## src/rtl/hazard_ctrl_if.sv

```systemverilog
// Signal bundle between the RISC-TOY pipeline/custom IP and the hazard controller.
// The master side is the pipeline/IP; the slave side is the controller.
interface hazard_ctrl_if #(
  parameter int CNT_W = 16
);
  logic [4:0]       ra_ID;
  logic [4:0]       rb_ID;
  logic             use_ra_ID;
  logic             use_rb_ID;
  logic [4:0]       rd_EX;
  logic             MemRead_EX;
  logic             ip_op_EX;
  logic             branch_taken_EX;
  logic             ip_done;
  logic             PCWrite;
  logic             IFID_Write;
  logic             IFID_Flush;
  logic             IDEX_Bubble;
  logic             EXMEM_Bubble;
  logic             ip_start;
  logic             ip_abort;
  logic             ip_err;
  logic [CNT_W-1:0] stall_cnt;
  logic [CNT_W-1:0] flush_cnt;

  modport master (
    output ra_ID, rb_ID, use_ra_ID, use_rb_ID, rd_EX, MemRead_EX,
           ip_op_EX, branch_taken_EX, ip_done,
    input  PCWrite, IFID_Write, IFID_Flush, IDEX_Bubble, EXMEM_Bubble,
           ip_start, ip_abort, ip_err, stall_cnt, flush_cnt
  );

  modport slave (
    input  ra_ID, rb_ID, use_ra_ID, use_rb_ID, rd_EX, MemRead_EX,
           ip_op_EX, branch_taken_EX, ip_done,
    output PCWrite, IFID_Write, IFID_Flush, IDEX_Bubble, EXMEM_Bubble,
           ip_start, ip_abort, ip_err, stall_cnt, flush_cnt
  );
endinterface

```

## src/rtl/hazard_ctrl.sv

```systemverilog
// Pipeline sequencing controller: load-use stalls, taken-branch flushes and the
// custom-IP start/done/abort handshake, plus saturating stall/flush counters.
module hazard_ctrl #(
  parameter int IP_TIMEOUT = 64,
  parameter int CNT_W      = 16
) (
  input logic           CLK,
  input logic           RST,
  hazard_ctrl_if.slave  bus
);
  localparam int WAIT_W = (IP_TIMEOUT > 2) ? $clog2(IP_TIMEOUT) : 1;
  localparam logic [WAIT_W-1:0] WAIT_LAST = WAIT_W'(IP_TIMEOUT - 1);
  localparam logic [CNT_W-1:0]  CNT_MAX   = '1;

  typedef enum logic {IDLE, IP_WAIT} state_t;

  state_t            state;
  logic [WAIT_W-1:0] wait_cnt;
  logic              err_q;
  logic [CNT_W-1:0]  stall_q;
  logic [CNT_W-1:0]  flush_q;

  logic load_use;
  logic pc_write, ifid_write, ifid_flush, idex_bubble, exmem_bubble;
  logic start, abort;

  // A zero destination never hazards: r0 is hard-wired and never written.
  assign load_use = bus.MemRead_EX && (bus.rd_EX != 5'd0) &&
                    ((bus.use_ra_ID && (bus.ra_ID == bus.rd_EX)) ||
                     (bus.use_rb_ID && (bus.rb_ID == bus.rd_EX)));

  always_comb begin
    pc_write     = 1'b1;
    ifid_write   = 1'b1;
    ifid_flush   = 1'b0;
    idex_bubble  = 1'b0;
    exmem_bubble = 1'b0;
    start        = 1'b0;
    abort        = 1'b0;
    if (!RST) begin
      case (state)
        IDLE: begin
          if (bus.ip_op_EX) begin
            start        = 1'b1;
            pc_write     = 1'b0;
            ifid_write   = 1'b0;
            idex_bubble  = 1'b1;
            exmem_bubble = 1'b1;
          end else if (bus.branch_taken_EX) begin
            ifid_flush  = 1'b1;
            idex_bubble = 1'b1;
          end else if (load_use) begin
            pc_write    = 1'b0;
            ifid_write  = 1'b0;
            idex_bubble = 1'b1;
          end
        end
        IP_WAIT: begin
          // On done the IP result flows into MEM; on timeout it is squashed.
          if (bus.ip_done) begin
            exmem_bubble = 1'b0;
          end else if (wait_cnt == WAIT_LAST) begin
            abort        = 1'b1;
            exmem_bubble = 1'b1;
          end else begin
            pc_write     = 1'b0;
            ifid_write   = 1'b0;
            idex_bubble  = 1'b1;
            exmem_bubble = 1'b1;
          end
        end
        default: ;
      endcase
    end
  end

  always_ff @(posedge CLK) begin
    if (RST) begin
      state    <= IDLE;
      wait_cnt <= '0;
      err_q    <= 1'b0;
      stall_q  <= '0;
      flush_q  <= '0;
    end else begin
      case (state)
        IDLE: begin
          if (bus.ip_op_EX) begin
            state    <= IP_WAIT;
            wait_cnt <= '0;
          end
        end
        IP_WAIT: begin
          if (bus.ip_done) begin
            state <= IDLE;
          end else if (wait_cnt == WAIT_LAST) begin
            state <= IDLE;
            err_q <= 1'b1;
          end else begin
            wait_cnt <= wait_cnt + WAIT_W'(1);
          end
        end
        default: state <= IDLE;
      endcase
      if (!pc_write && (stall_q != CNT_MAX))
        stall_q <= stall_q + CNT_W'(1);
      if (ifid_flush && (flush_q != CNT_MAX))
        flush_q <= flush_q + CNT_W'(1);
    end
  end

  assign bus.PCWrite      = pc_write;
  assign bus.IFID_Write   = ifid_write;
  assign bus.IFID_Flush   = ifid_flush;
  assign bus.IDEX_Bubble  = idex_bubble;
  assign bus.EXMEM_Bubble = exmem_bubble;
  assign bus.ip_start     = start;
  assign bus.ip_abort     = abort;
  assign bus.ip_err       = err_q;
  assign bus.stall_cnt    = stall_q;
  assign bus.flush_cnt    = flush_q;
endmodule

```

## src/flat_wrapper.sv

```systemverilog
// flat-port wrapper written by rule: the top's interface ports become plain ports
module hazard_ctrl_flat 
#(
  parameter int IP_TIMEOUT = 64,
  parameter int CNT_W      = 16
)
  (CLK, RST, bus_ra_ID, bus_rb_ID, bus_use_ra_ID, bus_use_rb_ID, bus_rd_EX, bus_MemRead_EX, bus_ip_op_EX, bus_branch_taken_EX, bus_ip_done, bus_PCWrite, bus_IFID_Write, bus_IFID_Flush, bus_IDEX_Bubble, bus_EXMEM_Bubble, bus_ip_start, bus_ip_abort, bus_ip_err, bus_stall_cnt, bus_flush_cnt);
  hazard_ctrl_if #(.CNT_W(CNT_W)) bus_i ();
  input logic CLK;
  input logic RST;
  input wire logic [$bits(bus_i.ra_ID)-1:0] bus_ra_ID;
  input wire logic [$bits(bus_i.rb_ID)-1:0] bus_rb_ID;
  input wire logic [$bits(bus_i.use_ra_ID)-1:0] bus_use_ra_ID;
  input wire logic [$bits(bus_i.use_rb_ID)-1:0] bus_use_rb_ID;
  input wire logic [$bits(bus_i.rd_EX)-1:0] bus_rd_EX;
  input wire logic [$bits(bus_i.MemRead_EX)-1:0] bus_MemRead_EX;
  input wire logic [$bits(bus_i.ip_op_EX)-1:0] bus_ip_op_EX;
  input wire logic [$bits(bus_i.branch_taken_EX)-1:0] bus_branch_taken_EX;
  input wire logic [$bits(bus_i.ip_done)-1:0] bus_ip_done;
  output wire logic [$bits(bus_i.PCWrite)-1:0] bus_PCWrite;
  output wire logic [$bits(bus_i.IFID_Write)-1:0] bus_IFID_Write;
  output wire logic [$bits(bus_i.IFID_Flush)-1:0] bus_IFID_Flush;
  output wire logic [$bits(bus_i.IDEX_Bubble)-1:0] bus_IDEX_Bubble;
  output wire logic [$bits(bus_i.EXMEM_Bubble)-1:0] bus_EXMEM_Bubble;
  output wire logic [$bits(bus_i.ip_start)-1:0] bus_ip_start;
  output wire logic [$bits(bus_i.ip_abort)-1:0] bus_ip_abort;
  output wire logic [$bits(bus_i.ip_err)-1:0] bus_ip_err;
  output wire logic [$bits(bus_i.stall_cnt)-1:0] bus_stall_cnt;
  output wire logic [$bits(bus_i.flush_cnt)-1:0] bus_flush_cnt;
  assign bus_i.ra_ID = bus_ra_ID;
  assign bus_i.rb_ID = bus_rb_ID;
  assign bus_i.use_ra_ID = bus_use_ra_ID;
  assign bus_i.use_rb_ID = bus_use_rb_ID;
  assign bus_i.rd_EX = bus_rd_EX;
  assign bus_i.MemRead_EX = bus_MemRead_EX;
  assign bus_i.ip_op_EX = bus_ip_op_EX;
  assign bus_i.branch_taken_EX = bus_branch_taken_EX;
  assign bus_i.ip_done = bus_ip_done;
  assign bus_PCWrite = bus_i.PCWrite;
  assign bus_IFID_Write = bus_i.IFID_Write;
  assign bus_IFID_Flush = bus_i.IFID_Flush;
  assign bus_IDEX_Bubble = bus_i.IDEX_Bubble;
  assign bus_EXMEM_Bubble = bus_i.EXMEM_Bubble;
  assign bus_ip_start = bus_i.ip_start;
  assign bus_ip_abort = bus_i.ip_abort;
  assign bus_ip_err = bus_i.ip_err;
  assign bus_stall_cnt = bus_i.stall_cnt;
  assign bus_flush_cnt = bus_i.flush_cnt;
  hazard_ctrl #(.IP_TIMEOUT(IP_TIMEOUT), .CNT_W(CNT_W)) u_core (.CLK(CLK), .RST(RST), .bus(bus_i));
endmodule
```

## config.mk

```make
export PLATFORM = sky130hd
export DESIGN_NAME = hazard_ctrl_flat
export DESIGN_NICKNAME = d
export VERILOG_FILES = /design/src/rtl/hazard_ctrl_if.sv /design/src/rtl/hazard_ctrl.sv /design/src/flat_wrapper.sv
export SDC_FILE = /design/constraint.sdc
export NUM_CORES = 1
export LEC_CHECK = 0
export BUFFER_PORTS_ARGS = -buffer_cell sky130_fd_sc_hd__buf_2
export CAP_MARGIN = 10
export CORE_UTILIZATION = 51
export DETAILED_ROUTE_END_ITERATION = 10
export PLACE_DENSITY = 0.79
export SYNTH_ARGS = -nofsm -noshare
export SYNTH_HDL_FRONTEND = slang
export SYNTH_SLANG_ARGS = --single-unit
```

## constraint.sdc

```tcl
create_clock -name CLK -period 3.25 [get_ports CLK]
set_input_delay 0.65 -clock CLK [delete_from_list [all_inputs] [get_ports CLK]]
set_output_delay 0.65 -clock CLK [all_outputs]
set_load 0.01 [all_outputs]
```

==> results of run 1 <==
==> per-layer routing <==
| layer | vias to the layer above | GRT usage, % | wire length, µm |
|---|---|---|---|
| met5 | - | 0 | 0 |
| met4 | 0 | 10.6 | 78 |
| met3 | 9 | 4.66 | 224 |
| met2 | 50 | 35.8 | 2150 |
| met1 | 923 | 27.5 | 2130 |
| li1 | 1043 | - | - |
==> flip-flops by register name (all words and copies together) (netlist names) <==
name and flops:
u_core.bus.stall_cnt 16, u_core.bus.flush_cnt 16, u_core.bus.ip_err 1, u_core.state 1, u_core.wait_cnt 6
==> cell usage after synthesis, types with 4 or more instances <==
master and number:
sky130_fd_sc_hd__dfxtp_1 40, sky130_fd_sc_hd__nor2_1 29, sky130_fd_sc_hd__nand3_1 18, sky130_fd_sc_hd__a21oi_1 15, sky130_fd_sc_hd__nand2_1 15, sky130_fd_sc_hd__xnor2_1 14
sky130_fd_sc_hd__and3_1 11, sky130_fd_sc_hd__or4_1 10, sky130_fd_sc_hd__xor2_1 10, sky130_fd_sc_hd__inv_1 9, sky130_fd_sc_hd__nand4_1 9, sky130_fd_sc_hd__o31ai_1 7
sky130_fd_sc_hd__clkbuf_1 6, sky130_fd_sc_hd__o21ai_1 5, sky130_fd_sc_hd__a31oi_1 4, sky130_fd_sc_hd__and4_1 4, sky130_fd_sc_hd__buf_2 4, sky130_fd_sc_hd__nor3_1 4
sky130_fd_sc_hd__or3_1 4
==> logic make-up (layout without fill, tap and decap cells) <==
| group | after synthesis | count (layout) | share of synthesized area [%] |
|---|---|---|---|
| flip-flops | 40 | 40 | 37.8 |
| AO/OA/AOI/OAI | 48 | 48 | 14.5 |
| multiplexers | 3 | 3 | 1.48 |
| adder cells (fa/ha/maj) | 3 | 3 | 1.77 |
| XOR/XNOR | 24 | 24 | 9.93 |
| buffers and inverters | 21 | 81 | 4.49 |
| AND/OR/NAND/NOR | 114 | 114 | 29.9 |
==> area by class of cell <==
cell class	count	area (µm²)	area share (%)
timing repair buffer	64	325	12.8
inverter	9	33.8	1.33
multi-input combinational	192	1230	48.3
sequential	40	801	31.5
tap	50	62.6	2.46
clock buffer	6	82.6	3.25
clock inverter	2	10.0	0.394
==> how the worst max path moves through the flow <==
stage / from / endpoint / slack [ns] / depth (start not counted)
2_1_floorplan: bus_rd_EX[0] / bus_PCWrite / 0.51 / 6
3_3_place_gp: bus_rd_EX[0] / bus_IDEX_Bubble / 0.56 / 6
3_5_place_dp: bus_rd_EX[0] / bus_IDEX_Bubble / 0.50 / 6
4_1_cts: bus_rd_EX[0] / bus_IDEX_Bubble / 0.49 / 6
5_1_grt: bus_rd_EX[0] / bus_IDEX_Bubble / 0.41 / 6
6_report: bus_rd_EX[0] / bus_IDEX_Bubble / 0.51 / 6
==> layout by cell type, fill, tap and decap left out, types with 2 or more instances in the layout <==
cell type and instances:
sky130_fd_sc_hd__a21oi_1 15, sky130_fd_sc_hd__a31oi_1 3, sky130_fd_sc_hd__and3_1 11, sky130_fd_sc_hd__and4_1 4, sky130_fd_sc_hd__buf_2 62, sky130_fd_sc_hd__buf_4 2, sky130_fd_sc_hd__clkbuf_8 6, sky130_fd_sc_hd__clkinv_2 2
sky130_fd_sc_hd__dfxtp_1 40, sky130_fd_sc_hd__ha_1 3, sky130_fd_sc_hd__inv_1 9, sky130_fd_sc_hd__mux2i_1 2, sky130_fd_sc_hd__nand2_1 15, sky130_fd_sc_hd__nand2b_1 3, sky130_fd_sc_hd__nand3_1 18, sky130_fd_sc_hd__nand4_1 9
sky130_fd_sc_hd__nor2_1 29, sky130_fd_sc_hd__nor2b_1 2, sky130_fd_sc_hd__nor3_1 4, sky130_fd_sc_hd__o21a_1 2, sky130_fd_sc_hd__o21ai_0 3, sky130_fd_sc_hd__o21ai_1 5, sky130_fd_sc_hd__o311ai_1 2, sky130_fd_sc_hd__o31ai_1 7
sky130_fd_sc_hd__or3_1 4, sky130_fd_sc_hd__or4_1 10, sky130_fd_sc_hd__xnor2_1 14, sky130_fd_sc_hd__xor2_1 10
==> power groups by stage <==
stage	logic, µW	registers (µW)	clock network (µW)
3_3_place_gp	83.3	511	0
5_1_grt	93.5	500	371
6_report	84.5	500	344
2_1_floorplan	51.5	511	0
3_5_place_dp	84.9	511	0
4_1_cts	85.2	499	350
==> through the flow <==
stage               area (µm²)  util [%]  setup slack (ns)  power [µW]  instances
global route              2540      63.5             0.411         965        363
global placement          2450      61.2             0.558         594        355
finish                    2540      63.5             0.509         928        363
detailed placement        2450      61.2             0.496         596        355
CTS                       2540      63.5             0.489         934        363
floorplan                 2120         -             0.513         563        253
==> impl.org, run 1 <==
** Timing
- The worst pin sits at a relative slew slack of 61.7%.
- Count of endpoints failing setup in the final report :: 0
- The tightest hold path in the finished design has a slack of 0.460 ns.
- Between clock sinks in the finished design, the worst skew comes to 0.00670 ns.
- Setup repair after global routing left no endpoint under its margin.
- Final Max Tran Viols :: 0
- Timing would allow up to 365 MHz.
- At the pin with the least slew margin, the transition time is 0.572 ns.
- Summed over all failing endpoints, the final setup total negative slack is 0 ns.
- Final hold violation count :: 0
- For the finished layout, the period the worst path requires is 2.74 ns.
- The final critical path takes up 84.4% of the cycle.

** Floorplanning
- Die extent in y :: 66.4 µm
- Effective utilization at floorplan :: 52.9%
- Core region area :: 4000 µm²
- The floorplan step set the die width to 66.4 µm.
- Site Rows :: 23
- The die covers 4410 µm².
- Pin placement for this block handled 63 I/O pins.

** Clocking
- TritonCTS built the clock tree.
- The clock passes through at most 2 buffers.
- Clk pin slew, worst setup/hold paths :: 0.07 ns
- CTS H-tree lvls :: 2
- Setup repair bufs after CTS :: 0
- Clock sink count :: 40
- The later pin in the worst-skew pair is clocked with a latency of 0.30 ns.
- Resize count post-CTS :: 0
- The number of clock buffers added by TritonCTS is 5.
- The number of hold buffers added after CTS was 0.
- Clock tree synthesis selected as its root buffer the cell sky130_fd_sc_hd__clkbuf_8.

** GRT
- Entering global routing, the biggest net connects 35 pins.
- Number of global-route vias before repair :: 1706
- Number of antenna violations at the first check in global routing :: 0
- First-pass GRT wire length :: 7380 µm
- Overall global routing resource usage :: 22.1%
- Summed over all layers, the global routing overflow is 0.

** Synth
- Area share of the largest cell type after synthesis :: 37.8%
- The synthesized design contains 0 enable-type register cells.
- Mapped Avg Cell Area :: 8.36 µm²
- When the netlist entered floorplanning its net count stood at 279.
- Sequential area share after synthesis :: 37.8%
- Most area-consuming cells after synthesis :: sky130_fd_sc_hd__dfxtp_1, sky130_fd_sc_hd__xnor2_1, sky130_fd_sc_hd__nor2_1, sky130_fd_sc_hd__nand3_1, sky130_fd_sc_hd__xor2_1
- Number of distinct library cells after synthesis :: 44
- Yosys top cell by area :: sky130_fd_sc_hd__dfxtp_1
- Warnings from Yosys :: 0
- Synthesis produced a netlist whose cell count is 253.
- Most instantiated flip-flop cell in the synthesis netlist :: sky130_fd_sc_hd__dfxtp_1
- After synthesis the cells add up to 2120 µm².
- Of all flip-flops after synthesis, the portion carrying an async set or reset was 0%.
- In this run, synthesis produced a sequential element count of 40.

** Pwr
- Leakage power figure :: 0.00109 µW
- Summed over all nets, the switching power comes to 229 µW.
- IR analysis of the VDD net gives a maximum drop of 0.233 mV.
- Fraction of power spent switching nets :: 24.6%
- In this run, the clock network consumes 37.1% of the power.
- Combinational cells account for 9.1% of the total power.
- Sequential share of power :: 53.8%
- In this run the power density over the cells is 365 nW/µm².
- Cell Int Power :: 700 µW

** Critical path
- At the worst endpoint, the arrival time is 2.09 ns.
- Counting both buffers and inverters, the worst setup path holds a total of 2.
- Class of the most critical setup path :: in -> out
- Walking the worst path, the cells encountered are buf_2 > or4_1 > o21a_1 > a2111oi_0 > nor2_1 > buf_2.
- The worst setup path is captured at an output port.
- For the worst flop-to-flop path, the logic depth is 8.
- RR Endpoint :: u_core.bus.stall_cnt[11]$_SDFFE_PP0P_
- Cell repeated most along the worst path :: sky130_fd_sc_hd__buf_2
- The startpoint identified for the worst register-to-register timing path is u_core.wait_cnt[0]$_SDFFE_PP0P_.
- Data on the critical path is required at its endpoint by 2.60 ns.
- Top fanout value on the critical path :: 3
- R2r setup slk :: 0.90 ns
- Crit-path leading delay family :: compound AO/OA/AOI/OAI gates
- For this design, the slowest cell found on the critical path is sky130_fd_sc_hd__or4_1.
- In this design, the stage delay of the slowest critical-path cell is 0.51 ns.
- Startpoint type of the worst setup path :: input port

** Detailed routing
- For this block, the via count after detailed routing is 2025.
- After detailed routing, the average wire length per cell comes to 12.6 µm.
- First-iteration detailed-routing DRC count :: 205
- The routed design has 4580 µm of wire.
- The detail route stage leaves a number of antenna-violating nets equal to 0.
- After detailed routing, the number of remaining DRC violations is 0.
- In the routed layout, each cell is associated on average with a via count of 5.58.
- The first TritonRoute pass finished after 4 iterations.

** Placement
- Global placement routability congestion :: 0.874
- Detailed placement ended at an HPWL of 3350 µm.
- The count of buffers added on input and output ports is 62.

** Finish
- Net total in the final layout :: 338
- N_diodes :: 0
- Share of final-layout standard cells stronger than drive strength 1 :: 24.6%
- Fill cells in the final layout number 351.
- Area added between synthesis and finish :: 20.1%

** Job
- Max_cap viols :: 0

** Min path
- End of the worst hold path :: u_core.bus.ip_err$_SDFFE_PP0P_
- The worst hold path belongs to the class reg -> reg.
- Counting instances, the worst hold path has a depth of 1.
- Min-delay src :: u_core.bus.ip_err$_SDFFE_PP0P_

** Outcome
- The run finished with clean final reports.
(Power assumes the default switching activity.)
==> run 2, diff against run 1 <==
ABC_AREA = 1   (was not set)
CORE_UTILIZATION = 53   (was 51)
PLACE_DENSITY = 0.8   (was 0.79)
clock period = 2.7 ns   (was 3.25 ns; I/O delays follow)
==> impl.org, run 2 <==
** Outcome
- Result of the run :: finished, final reports clean

** GRT
- The number of global-route vias before repair came to 2240 (+31%).
- The maximum number of pins on one net before global-route repair is 34 (-2.9%).
- The wire length of the first global-routing pass is 9600 µm (+30%).
- Aggregate global routing overflow :: 0 (unchanged)
- Number of antenna violations at the first check in global routing :: 0 (unchanged)
- Overall global routing resource usage :: 23.5% (+1.4 points)

** Clocking
- Clock tree from TritonCTS :: done
- The number of clock sinks is 40 (unchanged).
- Buffer cell driving the clock tree root :: sky130_fd_sc_hd__clkbuf_8
- Resize count post-CTS :: 0 (unchanged)
- The clock-pin slew of the registers on the worst-case setup and hold paths is 0.07 ns (about the same).
- Number of CTS-inserted buffers :: 5 (unchanged)
- Clk buf depth :: 2 (unchanged)
- Insertion delay to the later sink of the worst-skew pair :: 0.29 ns (about the same)
- The number of hold buffers added after CTS is 0 (unchanged).
- The setup fix buffers added after clock tree synthesis came to 0 (unchanged).
- CTS H-tree lvls :: 2 (unchanged)

** Detailed routing
- The detail-routed net length per standard cell is 11.5 µm (-8.6%).
- First-iteration detailed-routing DRC count :: 213 (+3.9%)
- Post-detailed-routing wire length :: 5570 µm (+22%)
- Via count normalized by instance count :: 5.17 (-7.4%)
- Drc violations :: 0 (unchanged)
- The first-pass iteration count of the detailed router is 4 (unchanged).
- DRT antenna net count :: 0 (unchanged)
- Vias after detailed routing :: 2496 (+23%)

** Timing
- The setup-violating endpoint count in the final report came to 0 (unchanged).
- Setup repair after global routing missed its margin :: false
- The relative slew slack was 75.9% (+14 points).
- Timing would allow up to 405 MHz.
- Final hold violation count :: 0 (unchanged)
- Fin crit period :: 2.47 ns
- The worst-margin pin slew is 0.359 ns (-0.213 ns).
- Final Max Tran Viols :: 0 (unchanged)
- Period utilisation layout :: 91.5%
- The worst clock skew came to 0.00685 ns (+0.000148 ns).
- The post-route setup TNS came to 0 ns (unchanged).

** Job
- Max_cap viols :: 0 (unchanged)

** Finish
- Share of final-layout standard cells stronger than drive strength 1 :: 21.6% (-3.0 points)
- Register cell area after layout :: 801 µm² (unchanged)
- The combined area of the multi-input logic cells came to 1440 µm² (+18%).
- Net total in the final layout :: 456 (+35%)
- Filler instances :: 423 (+21%)
- Final instance area :: 2880 µm² (+13%)
- Area added between synthesis and finish :: 16.8%
- Most common cell after layout, fill and taps aside :: sky130_fd_sc_hd__nand2_1
- The count of inserted antenna diode cells came to 0 (unchanged).
- Leading cell types in the layout, fill and taps excluded :: sky130_fd_sc_hd__nand2_1, sky130_fd_sc_hd__buf_2, sky130_fd_sc_hd__dfxtp_1

** Min path
- The path class of the tightest hold or removal check is reg -> reg.

** Critical path
- Startpoint type of the worst setup path :: flip-flop
- The required time at the worst-slack endpoint came to 2.16 ns (-0.44 ns).
- The endpoint arrival time on the critical path is 1.93 ns (-0.16 ns).
- The critical path is of the reg -> out type.
- STA classifies the critical path endpoint as an output port.
- Top fanout value on the critical path :: 19 (+16)
- Crit-path cells :: ha_1 > nand3_1 > o21bai_1 > a21oi_1 > nand2_1 > nand2_4 > inv_1 > buf_2
- CP max stage delay :: 0.34 ns (-0.17 ns)
- Slowest cell on crit path :: sky130_fd_sc_hd__dfxtp_1

** Placement
- The detailed placement HPWL was 4150 µm (+24%).
- The count of input and output buffers is 62 (unchanged).
- Placed inst area :: 2780 µm² (+14%)
- The last weighted congestion value of the routability-driven placer is 0.894 (+2.2%).

** Synth
- Area share of the largest cell type after synthesis :: 32.5% (-5.3 points)
- Mapped Avg Cell Area :: 6.62 µm² (-21%)
- Most frequently used cell type in the post-synthesis netlist :: sky130_fd_sc_hd__nand2_1
- Proportion of register bits with asynchronous set or reset after synthesis :: 0% (unchanged)
- The number of library cell types mapped by synthesis is 34 (-23%).
- Yosys top cell by area :: sky130_fd_sc_hd__dfxtp_1
- Post-Syn Instances :: 372 (+47%)
- #FFs+latches synth :: 40 (unchanged)
- The portion of the post-synthesis area used by sequential elements is 32.5% (-5.3 points).
- Among all flip-flop cells after synthesis, the most frequent one is sky130_fd_sc_hd__dfxtp_1.
- Warnings from Yosys :: 0 (unchanged)
- In the synthesized netlist, the cells that appear most often are sky130_fd_sc_hd__nand2_1, sky130_fd_sc_hd__dfxtp_1, sky130_fd_sc_hd__nand3_1, sky130_fd_sc_hd__a21oi_1, sky130_fd_sc_hd__nor2_1.
- The number of enable flip-flop cells after synthesis came to 0 (unchanged).
- Post-Synthesis Net Count :: 398 (+43%)
- After synthesis, the cell types taking the most area are sky130_fd_sc_hd__dfxtp_1, sky130_fd_sc_hd__nand2_1, sky130_fd_sc_hd__nand3_1, sky130_fd_sc_hd__a21oi_1, sky130_fd_sc_hd__nor2_1.
- The area of the mapped netlist is 2460 µm² (+16%).

** Pwr
- Leakage power figure :: 0.00126 µW (+16%)
- The overall power after layout is 1140 µW (+23%).
- Ratio of total power to cell area :: 395 nW/µm² (+8.2%)
- The largest vdd supply drop came to 0.275 mV (+18%).

** Floorplanning
- Die extent in y :: 70.2 µm (+5.7%)
- Core region area :: 4410 µm² (+10%)
- Die Area :: 4930 µm² (+12%)
- The x dimension of the die was 70.2 µm (+5.7%).
- The I/O pin count is 63 (unchanged).
- Effective utilization at floorplan :: 55.8% (+2.9 points)
- Site Rows :: 24 (+4.3%)
-- run 2: cell count changes after synthesis, sizes merged, moves of 4 or more --
| cell | change |
|---|---|
| or3 | -4 |
| and4 | -4 |
| inv | +31 |
| nand2 | +90 |
| a31oi | -4 |
| or4 | -10 |
| nand3 | +19 |
| a21oi | +21 |
| nor2 | +6 |
| xor2 | +4 |
| and3 | -10 |
| o21ai | +4 |
| nor3 | +4 |
| o31ai | -7 |
-- run 2: routing by layer --
metal	GRT usage [%]	part of all wire (%)
met1	31.5	48
met2	39.2	47
met3	4.04	4.5
met4	5.78	0.84
met5	0	0
-- run 2: report_power, final --
group / switching (µW) / internal [µW] / leakage, µW
combinational: 76.9 / 42.6 / 0.000895
clock: 207 / 208 / 0.0000445
sequential: 8.19 / 596 / 0.000323
-- run 2: stage by stage --
stage                     util (%)  hold slack (ns)  setup WS (ns)  std cells
after global placement        63.1            0.434          0.579        475
after CTS                     65.2            0.471          0.226        483
after global routing          65.2            0.512         0.0741        483
after detailed placement      63.1            0.451          0.537        475
final                         65.2            0.469          0.229        483
after floorplan                  -            0.447          0.559        372
-- run 2: critical path, delay by kind of cell (launching register included) --
| kind | cells | cell delay [ns] |
|---|---|---|
| AND/OR/NAND/NOR | 3 | 0.52 |
| adder cells (fa/ha/maj) | 1 | 0.23 |
| flip-flops | 1 | 0.34 |
| AO/OA/AOI/OAI | 2 | 0.34 |
| buffers and inverters | 2 | 0.21 |
-- run 2: final timing paths --
check                                                     startpoint                                   end  slack (ns)  cells past startpoint
worst max-delay path                 u_core.wait_cnt[0]$_SDFFE_PP0P_                        bus_IFID_Write        0.23                      8
worst min-delay path                  u_core.bus.ip_err$_SDFFE_PP0P_        u_core.bus.ip_err$_SDFFE_PP0P_        0.47                      2
worst max register to register  u_core.bus.stall_cnt[0]$_SDFFE_PP0P_  u_core.bus.stall_cnt[5]$_SDFFE_PP0P_        0.72                      9
worst min register to register        u_core.bus.ip_err$_SDFFE_PP0P_        u_core.bus.ip_err$_SDFFE_PP0P_        0.47                      2
-- run 2: kinds of logic after synthesis --
group | after synthesis | share of synthesized area, %
fa+ha+maj | 3 | 1.52
xor+xnor | 25 | 8.89
flops | 40 | 32.5
compound gates | 54 | 12.1
simple gates | 197 | 36.0
buf+inv | 53 | 8.94
-- run 2: layout make-up --
class / instances / share of cell area (%)
clock buffer: 7 / 3.00
sequential: 40 / 27.8
tap: 52 / 2.26
clock inverter: 1 / 0.261
multi-input combinational: 279 / 50.1
inverter: 40 / 5.22
timing repair buffer: 64 / 11.3
